===== src/rtl/scv_timing_gen.sv =====
// scv_timing_gen: CPU two-phase strobe sequencer with HOLD stall, plus an
// independent vertical-blank timer.
// Optional build macro SCV_TIMING_SIMVBL_EN forces both VBL intervals to
// 5000 cycles for fast boot-ROM simulation; when undefined the parameters
// VBL0_CLKS / VBL1_CLKS apply unchanged.
module scv_timing_gen #(
  parameter int VBL0_CLKS = 120872,
  parameter int VBL1_CLKS = 12464
) (
  input  logic CLK,
  input  logic RES,
  input  logic HOLD,
  output logic CP1_POSEDGE,
  output logic CP1_NEGEDGE,
  output logic CP2_POSEDGE,
  output logic CP2_NEGEDGE,
  output logic VBL,
  output logic VBL_START,
  output logic HELD
);

`ifdef SCV_TIMING_SIMVBL_EN
  localparam int VBL0_EFF = 5000;
  localparam int VBL1_EFF = 5000;
`else
  localparam int VBL0_EFF = VBL0_CLKS;
  localparam int VBL1_EFF = VBL1_CLKS;
`endif

  // Terminal counts: the counter reads 0 in the first cycle of each level.
  localparam logic [16:0] VBL0_LAST = 17'(VBL0_EFF - 1);
  localparam logic [16:0] VBL1_LAST = 17'(VBL1_EFF - 1);

  typedef enum logic [2:0] {
    P1P   = 3'd0,
    P1N   = 3'd1,
    P2P   = 3'd2,
    P2N   = 3'd3,
    STALL = 3'd4
  } phase_t;

  phase_t      state_q;
  phase_t      state_d;
  logic        rel_q;    // set during reset: next edge is the first after release
  logic [16:0] vcnt_q;

  // Phase state register; reset parks in P2N-equivalent idle.
  always_ff @(posedge CLK) begin
    if (RES) begin
      state_q <= P2N;
      rel_q   <= 1'b1;
    end else begin
      state_q <= state_d;
      rel_q   <= 1'b0;
    end
  end

  // Next phase: HOLD only matters at the end of P2N or while stalled, so a
  // started 4-phase cycle always completes. Leaving reset ignores HOLD.
  always_comb begin
    state_d = state_q;
    if (rel_q) begin
      state_d = P1P;
    end else begin
      case (state_q)
        P1P:     state_d = P1N;
        P1N:     state_d = P2P;
        P2P:     state_d = P2N;
        P2N:     state_d = HOLD ? STALL : P1P;
        STALL:   state_d = HOLD ? STALL : P1P;
        default: state_d = P1P;
      endcase
    end
  end

  // Registered strobes and HELD decoded from the state being entered, so
  // they line up exactly with state_q.
  always_ff @(posedge CLK) begin
    if (RES) begin
      CP1_POSEDGE <= 1'b0;
      CP1_NEGEDGE <= 1'b0;
      CP2_POSEDGE <= 1'b0;
      CP2_NEGEDGE <= 1'b0;
      HELD        <= 1'b0;
    end else begin
      CP1_POSEDGE <= (state_d == P1P);
      CP1_NEGEDGE <= (state_d == P1N);
      CP2_POSEDGE <= (state_d == P2P);
      CP2_NEGEDGE <= (state_d == P2N);
      HELD        <= (state_d == STALL);
    end
  end

  // VBL timer: counts cycles within the current level and reloads to 0 on
  // every level change; it never looks at HOLD or the phase FSM.
  always_ff @(posedge CLK) begin
    if (RES) begin
      vcnt_q    <= '0;
      VBL       <= 1'b0;
      VBL_START <= 1'b0;
    end else begin
      VBL_START <= 1'b0;
      if (rel_q) begin
        vcnt_q <= '0;
      end else if (!VBL && (vcnt_q == VBL0_LAST)) begin
        VBL       <= 1'b1;
        VBL_START <= 1'b1;
        vcnt_q    <= '0;
      end else if (VBL && (vcnt_q == VBL1_LAST)) begin
        VBL    <= 1'b0;
        vcnt_q <= '0;
      end else begin
        vcnt_q <= vcnt_q + 17'd1;
      end
    end
  end

endmodule


===== config.mk =====
export PLATFORM = sky130hd
export DESIGN_NAME = scv_timing_gen
export DESIGN_NICKNAME = d
export VERILOG_FILES = /design/src/rtl/scv_timing_gen.sv
export SDC_FILE = /design/constraint.sdc
export NUM_CORES = 1
export LEC_CHECK = 0
export BUFFER_PORTS_ARGS = -buffer_cell sky130_fd_sc_hd__buf_2
export CORE_UTILIZATION = 61
export DETAILED_ROUTE_END_ITERATION = 12
export PLACE_DENSITY = 0.81
export SKIP_CTS_REPAIR_TIMING = 1
export SLEW_MARGIN = 5
export SYNTH_ARGS = -nofsm -noshare
export SYNTH_HDL_FRONTEND = slang
export SYNTH_SLANG_ARGS = --single-unit

===== constraint.sdc =====
create_clock -name CLK -period 4.25 [get_ports CLK]
set_clock_uncertainty 0.1 [all_clocks]
set_input_delay 0 -clock CLK [delete_from_list [all_inputs] [get_ports CLK]]
set_output_delay 0 -clock CLK [all_outputs]
set_load 0.05 [all_outputs]

======== After elaboration in Yosys (flattened, before gate mapping) ========
Index checks and enable logic that the tools add are counted.
cells by class
  multiplexer cells ....................... 7
  add/sub/neg operators ................... 1
  reductions and logical operators ........ 10
  bitwise operators ....................... 1
  equal/unequal tests ..................... 10
operators by type and width
  operator               number
  $add 17x1->17 const B  1
  $eq 17x14->1 const B   1
  $eq 17x17->1 const B   1
  $eq 3x2->1 const B     4
  $pmux 3 s4             1
  $eq 3x1->1 const B     2
  $eq 3x3->1 const B     2
  $logic_not 3->1        2
  $mux 3                 2
  $mux 1                 4
  $reduce_or 2->1        2
  $reduce_or 4->1        1
  $logic_and 1x1->1      2
  $reduce_and 2->1       1
  $reduce_bool 2->1      1
  $logic_not 1->1        1
  $not 1->1              1
word-level totals
  word-level logic and storage cells ...... 39
  output and inout port bits .............. 7
  flip-flop bits (word level) ............. 28

======== Longest topological paths before layout ========
Gate-level depths: netlist of the first run.
  word-level depth ........................ 5
  depth in mapped cells ................... 7

======== Least setup slack after synthesis of the first run ========
Ideal clock, no wire load.
  path kind ............................... reg2reg
  start ................................... reg VBL
  end ..................................... reg vcnt_q[7]
  data required time ...................... 4.021 ns
  stages on the path, launching flop included .. 6
  clock period less this slack ............ 1.848 ns
  arrival time ............................ 1.619 ns
  buffers on the path ..................... 1
  setup slack ............................. 2.402 ns
  cell sequence ........................... dfxtp_1 -> nand4bb_1 -> or3_1 -> nor3_2 -> buf_2 -> nor3_1
between the ends
  word-level cells in the longest chain between the ends .. 3
  elaborated cells between the ends (all ways) .. 4
RTL lines
  what                                  line  RTL
  from (decl)                           17    output logic VBL,
  from (signal assigned)                99    VBL <= 1'b0;
  from (signal assigned)                106   VBL <= 1'b1;
  from (signal assigned)                110   VBL <= 1'b0;
  $logic_not 1->1                       105   end else if (!VBL && (vcnt_q == VBL0_LAST)) begin
  $logic_and 1x1->1                     105
  $reduce_or 4->1 (no source line) (*)  --
  to (signal assigned)                  113   vcnt_q <= vcnt_q + 17'd1;
  to (decl)                             45    logic [16:0] vcnt_q;
Every way passes the cells marked *; elsewhere a longest branch is shown, timed or not.
A chain may end at the register's enable or synchronous reset.

======== Worst setup path after layout of the first run ========
  start ................................... reg vcnt_q[8]
  end ..................................... reg vcnt_q[1]
between the ends
  word-level cells in the longest chain between the ends .. 3
  elaborated cells between the ends (all ways) .. 5
RTL lines
  what                                                 line
  $eq 17x17->1 / $eq 17x14->1 (equally long branches)  105, 109
  $logic_and 1x1->1 (on tied branches)                 105, 109
  $reduce_or 4->1 (no source line) (*)                 --
Marks and branches as above.

==> qor.csv, run 1 <==
stage;metric;value;unit
layout;commonest non-fill, non-tap cell in the layout;dfxtp_1;
clock_tree;CTS root buf;clkbuf_4;
yosys;cells after synthesis;134;
drt;initial DRC count;22;
drt;Routed Antenna Nets;0;
setup_path;Levels on crit path;4;
yosys;Post-synth EDFFs;0;
yosys;Async SR Flop Fraction;0;%
drt;number of vias per cell;5.865;
setup_path;cells on worst reg2reg path;4;
placed_design;IO buf count;9;
layout;Filler cells;143;
setup_path;Crit Path Class;flip-flop to flip-flop;
clock_tree;Clock Sinks;28;
floorplan;die area;2151;um^2
drt;Detailed Routing Iterations Pass 1;4;
floorplan;row cnt;15;
placed_design;Placed Area;1260;um^2
clock_tree;Clk pin slew, worst setup/hold paths;140;ps
run_status;outcome;complete, no violations;
grt;GRT Total Usage;25.18;%
floorplan;Top-Level Pins;10;
flow_run;max-cap violations;0;
grt;GRT overflow;0;
yosys;Avg Inst Size Synth;8.964;um^2
sta;Period minus WS final;2134;ps
setup_path;Worst setup startpoint;vcnt_q[8];
floorplan;Initial Util;67.37;%
pwr;total leakage power;0.4491;nW
setup_path;worst setup path endpoint;vcnt_q[1];
placed_design;Post-DP HPWL;1.639;mm
sta;final setup fails;0;
layout;diode count;0;
grt;initial antenna violation count;0;
setup_path;Crit-path slowest cell;nor3_2;
sta;final hold slack;289.9;ps
clock_tree;Worst-Skew Late Latency;330;ps
yosys;most area-consuming cells after synthesis;dfxtp_1 (47%), nor3_1 (6.7%), xnor2_1 (6.6%), nor2_1 (4.1%), xor2_1 (3.6%);
sta;final period utilization;50.20;%
yosys;Synth top area share;46.67;%
sta;slew margin rel.;36.05;%
floorplan;Die Width;46.38;um
yosys;Ys Warns;0;
setup_path;worst reg2reg path endpoint;vcnt_q[1];
sta;worst-margin pin slew;954.1;ps
drt;WL final;2.271;mm
setup_path;Worst R2R Start;vcnt_q[8];
grt;first-pass GRT wire length;3.760;mm
layout;commonest cells after routing, fill and taps aside;dfxtp_1 (28), nor3_1 (16), nor2_1 (13);
sta;unrepaired setup endpoints after global routing;false;
yosys;#FFs+latches synth;28;
layout;final instance area;1316;um^2
setup_path;CP delay by family, top;simple AND/OR/NAND/NOR gates;
yosys;post-synth cell types;34;
sta;setup_tns;0;ps
floorplan;DIE HEIGHT;46.38;um
grt;pin count of the biggest net entering global routing;18;
clock_tree;TritonCTS clock tree;done;
clock_tree;# H-tree levels;1;
setup_path;CP Data Required Time;4340;ps
setup_path;Worst path max stage delay;800;ps
yosys;Top FF cell, synth;dfxtp_1;
yosys;Netlist Area Pre-Place;1201;um^2
yosys;post-synthesis sequential area ratio;46.67;%
setup_path;CP arrival;2220;ps
yosys;largest area contributor in the netlist;dfxtp_1;
layout;Final nets;150;
clock_tree;CTS Buf Count;3;
setup_path;worst-path fanout max;17;
layout;Syn-to-layout area delta;9.583;%
floorplan;core area;1783;um^2
layout;share of cells above drive strength 1;11.72;%
sta;Fin. Hold Viols;0;
worst_hold_path;hold path start;RES;
worst_hold_path;Hold WC Path Type;primary input to flip-flop;
drt;DRC;0;
clock_tree;buffer depth of the longest clock path;2;
sta;Fmax;468.7;MHz
setup_path;Worst R2R Setup Slack;2120;ps
sta;Final Slew Violations;0;
layout;final core occ;73.82;%
setup_path;sequence of cells on the critical path;nor4b_1, nand2_1, nor3_2, nor3b_1;
grt;vias in the first global route;897;
setup_path;crit end category;flip-flop;
placed_design;Final Wtd Congestion;0.8033;
setup_path;Startpoint Class;flip-flop;
pwr;Peak VDD IR;0.3306;mV
drt;via count;997;
setup_path;CP Buf/Inv Count;0;
yosys;syn_nets;138;
pwr;Power Density;322.7;nW/um^2
drt;Avg WL per Cell;13.36;um
cell type report:
cell class | instances | area [um^2] | share of cell area (%)
multi-input combinational | 98 | 608.1 | 46.20
sequential | 28 | 560.5 | 42.59
timing repair buffer | 11 | 65.06 | 4.943
clock buffer | 4 | 36.28 | 2.757
tap | 25 | 31.28 | 2.376
inverter | 4 | 15.01 | 1.141
worst min path at each step:
| stage | depth (start not counted) | end |
|---|---|---|
| 4_1_cts | 1 | rel_q |
| 6_report | 2 | rel_q |
| 3_5_place_dp | 1 | rel_q |
| 5_1_grt | 2 | rel_q |
| 3_3_place_gp | 1 | rel_q |
| 2_1_floorplan | 0 | rel_q |
layer usage:
metal / global-route usage, % / share of wire [%]
met4: 15.29 / 2.5
met3: 5.490 / 3.4
met1: 32.22 / 47
met2: 38.06 / 47
met5: 0 / 0
where the power goes:
part           switching (mW)  internal, mW  leakage (nW)
Combinational          0.0155       0.00865         0.201
Clock                  0.0752        0.0525        0.0210
Sequential            0.00525         0.268         0.228
Total                  0.0959         0.329         0.449
per-stage QoR:
| stage | power (mW) | instances | setup WS, ps |
|---|---|---|---|
| floorplan | 0.2956 | 134 | 2402 |
| global placement | 0.3005 | 164 | 2212 |
| detailed placement | 0.3017 | 164 | 2158 |
| CTS | 0.4232 | 168 | 2125 |
| global route | 0.4410 | 170 | 1961 |
| finish | 0.4247 | 170 | 2116 |
sequential cells by signal (all words and copies together), names as in the netlist:
signal,count
vcnt_q,17
state_q,3
CP1_NEGEDGE,1
CP1_POSEDGE,1
CP2_NEGEDGE,1
CP2_POSEDGE,1
HELD,1
VBL,1
VBL_START,1
rel_q,1
cells by family (layout without fill, tap and decap cells):
logic type | count (synthesis) | after routing | share of synthesized area, %
simple gates | 70 | 70 | 32.29
buf+inv | 8 | 19 | 2.708
flops | 28 | 28 | 46.67
fa+ha+maj | 1 | 1 | 1.042
xor+xnor | 14 | 14 | 10.21
compound gates | 13 | 13 | 7.082
cell usage after synthesis, types with 3 or more instances:
cell type / number
a21oi_1: 3
and3_1: 4
dfxtp_1: 28
inv_1: 4
nand2_1: 10
nand3_1: 7
nor2_1: 13
nor3_1: 16
o21ai_0: 3
xnor2_1: 9
xor2_1: 5
Power figures use the tool's default switching activity.
==> inputs of run 2 (changes only) <==
CORE_UTILIZATION = 51   (was 61)
PLACE_DENSITY = 0.72   (was 0.81)
clock period = 1.9 ns   (was 4.25 ns; I/O delays follow)
==> qor.csv, run 2 (synthesized netlist as in run 1, its figures left out) <==
stage;metric;value;unit
layout;Final nets;158;
layout;largest registers;vcnt_q x17, state_q x3;
clock_tree;buffer depth of the longest clock path;2;
setup_path;worst reg2reg path endpoint;vcnt_q[12];
drt;DRC;0;
pwr;Power Density;647.2;nW/um^2
grt;GRT overflow;0;
drt;WL final;2.314;mm
floorplan;die area;2553;um^2
floorplan;Top-Level Pins;10;
worst_hold_path;Worst Hold End;rel_q;
layout;commonest non-fill, non-tap cell in the layout;dfxtp_1;
floorplan;Die Width;50.53;um
drt;number of vias per cell;5.472;
clock_tree;Clock Sinks;28;
setup_path;worst-path fanout max;4;
clock_tree;Worst-Skew Late Latency;310;ps
sta;worst-margin pin slew;363.4;ps
clock_tree;CTS root buf;clkbuf_4;
drt;via count;985;
layout;commonest cells after routing, fill and taps aside;dfxtp_1 (24), nor3_1 (16), nor2_1 (13);
pwr;Peak VDD IR;0.4020;mV
worst_hold_path;Hold WC Path Type;primary input to flip-flop;
layout;Syn-to-layout area delta;15.31;%
clock_tree;# H-tree levels;1;
drt;Avg WL per Cell;12.86;um
run_status;outcome;complete, no violations;
setup_path;Worst R2R Setup Slack;70;ps
layout;diode count;0;
grt;vias in the first global route;905;
floorplan;row cnt;17;
sta;final setup fails;0;
drt;initial DRC count;10;
pwr;total leakage power;0.4823;nW
setup_path;Startpoint Class;flip-flop;
sta;Period minus WS final;1834;ps
sta;slew margin rel.;75.44;%
clock_tree;Clk pin slew, worst setup/hold paths;130;ps
sta;Fin. Hold Viols;0;
layout;share of cells above drive strength 1;20.39;%
drt;Detailed Routing Iterations Pass 1;4;
setup_path;crit end category;flip-flop;
setup_path;Crit Path Class;flip-flop to flip-flop;
sta;Final Slew Violations;0;
grt;GRT Total Usage;20.10;%
sta;final period utilization;96.54;%
setup_path;cells on worst reg2reg path;5;
setup_path;Worst R2R Start;vcnt_q[0];
placed_design;Post-DP HPWL;1.729;mm
layout;final instance area;1385;um^2
drt;Routed Antenna Nets;0;
floorplan;core area;2212;um^2
setup_path;CP Data Required Time;2050;ps
clock_tree;TritonCTS clock tree;done;
clock_tree;CTS Buf Count;3;
placed_design;Placed Area;1324;um^2
placed_design;IO buf count;9;
floorplan;Initial Util;54.30;%
sta;final hold slack;302.3;ps
layout;Largest Register;vcnt_q;
worst_hold_path;hold path start;RES;
worst_hold_path;hold path cells;2;
layout;flip-flop count of the largest register after layout;17;
grt;pin count of the biggest net entering global routing;18;
floorplan;DIE HEIGHT;50.53;um
flow_run;max-cap violations;0;
sta;Fmax;545.2;MHz
setup_path;CP arrival;1990;ps
layout;Filler cells;201;
grt;initial antenna violation count;0;
placed_design;Final Wtd Congestion;0.9200;
grt;first-pass GRT wire length;3.898;mm
## run 2: layout make-up
cell class	count	area, um^2	area share, %
multi-input cells	98	621.8	44.90
flip-flops and latches	28	565.5	40.83
repair buffers	19	125.1	9.033
well taps	28	35.03	2.529
clock buffers	3	22.52	1.626
inverters	4	15.01	1.084
## run 2: critical path, cell delays in order, from the launching register on
cell and delay (ps):
dfxtp_2 370, ha_2 220, nand3_1 130, or4_2 680, xor2_1 160, nor3_1 110
## run 2: how the worst max path moves through the flow
stage / from / cells past startpoint / slack, ps / end
3_5_place_dp: vcnt_q[0] / 5 / 10 / vcnt_q[12]
6_report: vcnt_q[0] / 5 / 70 / vcnt_q[12]
5_1_grt: vcnt_q[0] / 5 / -3 / vcnt_q[12]
4_1_cts: vcnt_q[0] / 5 / -2 / vcnt_q[12]
2_1_floorplan: VBL / 5 / 50 / vcnt_q[7]
3_3_place_gp: vcnt_q[0] / 5 / 100 / vcnt_q[12]
## run 2: per-stage QoR
step / util, % / TNS [ps] / power [mW] / setup slack [ps] / instances
after CTS: 60.86 / -2.079 / 0.9036 / -2.079 / 178
after global placement: 59.84 / 0 / 0.6741 / 97.14 / 175
after floorplan: - / 0 / 0.6612 / 51.55 / 134
after detailed placement: 59.84 / 0 / 0.6770 / 14.82 / 175
after global routing: 62.61 / -2.515 / 0.9445 / -2.515 / 180
final: 62.61 / 0 / 0.8965 / 65.78 / 180
## run 2: where the power goes
part	switching [mW]	total [mW]	internal [mW]
logic	0.0357	0.0567	0.0210
clock network	0.155	0.229	0.0742
registers	0.0119	0.611	0.599
total	0.202	0.896	0.694
## run 2: routing by layer
layer | vias up | GRT usage (%) | wire, um
met5 | - | 0 | 0
met4 | 0 | 8.796 | 17
met3 | 2 | 3.030 | 64
met2 | 18 | 33.11 | 1093
met1 | 453 | 25.90 | 1140
li1 | 512 | - | -
==> inputs of run 3 (changes only) <==
==> constraint.sdc (replaced) <==
create_clock -name CLK -period 1.9 [get_ports CLK]
set_clock_uncertainty 0.1 [all_clocks]
set_input_delay 0.19 -clock CLK [delete_from_list [all_inputs] [get_ports CLK]]
set_output_delay 0.19 -clock CLK [all_outputs]
set_load 0.05 [all_outputs]
==> qor.csv, run 3 (synthesized netlist as in run 1, its figures left out) <==
stage;metric;value;unit
drt;number of vias per cell;5.492;
worst_hold_path;Worst Hold End;HELD;
grt;vias in the first global route;905;
sta;Period minus WS final;1834;ps
layout;commonest non-fill, non-tap cell in the layout;dfxtp_1;
worst_hold_path;Hold WC Path Type;primary input to flip-flop;
flow_run;max-cap violations;0;
layout;Cell Count, Final, Fillers Out;179;
clock_tree;TritonCTS clock tree;done;
sta;final setup fails;0;
drt;Detailed Routing Iterations Pass 1;4;
layout;Sequential Area;565.5;um^2
placed_design;Post-Place Cells;175;
layout;share of cells above drive strength 1;20.53;%
setup_path;worst-path fanout max;4;
layout;Largest Register;vcnt_q;
clock_tree;# H-tree levels;1;
pwr;Peak VDD IR;0.4020;mV
pwr;total leakage power;0.4781;nW
worst_hold_path;hold path start;HOLD;
floorplan;die area;2553;um^2
sta;slew margin rel.;75.44;%
clock_tree;Clock Sinks;28;
floorplan;row cnt;17;
worst_hold_path;hold path cells;2;
sta;final period utilization;96.54;%
setup_path;Crit Path Class;flip-flop to flip-flop;
pwr;Int Power;0.6928;mW
layout;Syn-to-layout area delta;14.48;%
placed_design;Final Wtd Congestion;0.9200;
setup_path;Worst R2R Setup Slack;70;ps
floorplan;core area;2212;um^2
setup_path;Startpoint Class;flip-flop;
setup_path;worst reg2reg path endpoint;vcnt_q[12];
grt;pin count of the biggest net entering global routing;18;
layout;Filler cells;202;
setup_path;CP Data Required Time;2050;ps
pwr;P_sw;0.2022;mW
pwr;Power Density;650.8;nW/um^2
drt;DRC;0;
layout;largest registers;vcnt_q x17, state_q x3;
clock_tree;CTS Buf Count;3;
clock_tree;buffer depth of the longest clock path;2;
clock_tree;Clk pin slew, worst setup/hold paths;130;ps
floorplan;Top-Level Pins;10;
setup_path;crit end category;flip-flop;
drt;WL final;2.312;mm
layout;diode count;0;
grt;first-pass GRT wire length;3.898;mm
clock_tree;CTS root buf;clkbuf_4;
floorplan;Initial Util;54.30;%
sta;worst-margin pin slew;363.4;ps
drt;initial DRC count;10;
layout;commonest cells after routing, fill and taps aside;dfxtp_1 (24), nor3_1 (16), nor2_1 (13);
pwr;sw frac;22.59;%
grt;GRT overflow;0;
sta;Fin. Hold Viols;0;
placed_design;IO buf count;9;
layout;multi-input logic area;621.8;um^2
pwr;Comb power frac;6.2;%
setup_path;CP arrival;1990;ps
floorplan;Die Width;50.53;um
placed_design;Post-DP HPWL;1.729;mm
run_status;outcome;complete, no violations;
layout;Final nets;157;
layout;flip-flop count of the largest register after layout;17;
floorplan;DIE HEIGHT;50.53;um
sta;Final Slew Violations;0;
drt;via count;983;
drt;Avg WL per Cell;12.92;um
drt;Routed Antenna Nets;0;
sta;setup_tns;0;ps
setup_path;cells on worst reg2reg path;5;
setup_path;Worst R2R Start;vcnt_q[0];
pwr;clock share of power;25.6;%
clock_tree;Worst-Skew Late Latency;310;ps
pwr;Seq pwr share;68.3;%
sta;Fmax;545.2;MHz
grt;GRT Total Usage;20.10;%
grt;initial antenna violation count;0;
-- run 3: worst max path at each step --
stage,start,to,slack [ps]
floorplan,VBL,vcnt_q[7],50
global placement,vcnt_q[0],vcnt_q[12],100
detailed placement,vcnt_q[0],vcnt_q[12],10
CTS,vcnt_q[0],vcnt_q[12],-2
global route,vcnt_q[0],vcnt_q[12],-3
finish,vcnt_q[0],vcnt_q[12],70
-- run 3: area by class of cell --
cell class / instances / area share [%]
clock buffer: 3 / 1.638
inverter: 4 / 1.092
multi-input combinational: 98 / 45.22
sequential: 28 / 41.13
tap: 28 / 2.548
timing repair buffer: 18 / 8.371
-- run 3: stage by stage --
stage               cell area, um^2  utilization, %  hold WS [ps]  power (mW)  setup WS (ps)
floorplan                      1201               -         117.7      0.6612          51.55
finish                         1375           62.16         32.03      0.8949          65.78
detailed placement             1324           59.84         287.3      0.6770          14.82
global route                   1375           62.16         21.23      0.9428         -2.515
CTS                            1346           60.86        -49.47      0.9036         -2.079
global placement               1324           59.84         289.6      0.6741          97.14
-- run 3: critical path, cell delays in order (launching register included) --
cell and delay, ps:
dfxtp_2 370, ha_2 220, nand3_1 130, or4_2 680, xor2_1 160, nor3_1 110
-- run 3: per-layer routing --
metal  GRT usage (%)  part of all wire [%]  vias up
met3           3.030                   2.6        2
li1                -                     -      510
met1           25.90                    49      453
met4           8.796                  0.74        0
met2           33.11                    47       18
met5               0                     0        -
-- run 3: power groups by stage --
stage	Clock (mW)	Combinational (mW)	Sequential, mW
after floorplan	0	0.0279	0.633
after global placement	0	0.0516	0.623
after detailed placement	0	0.0535	0.624
after CTS	0.239	0.0538	0.611
after global routing	0.269	0.0608	0.613
final	0.229	0.0551	0.611
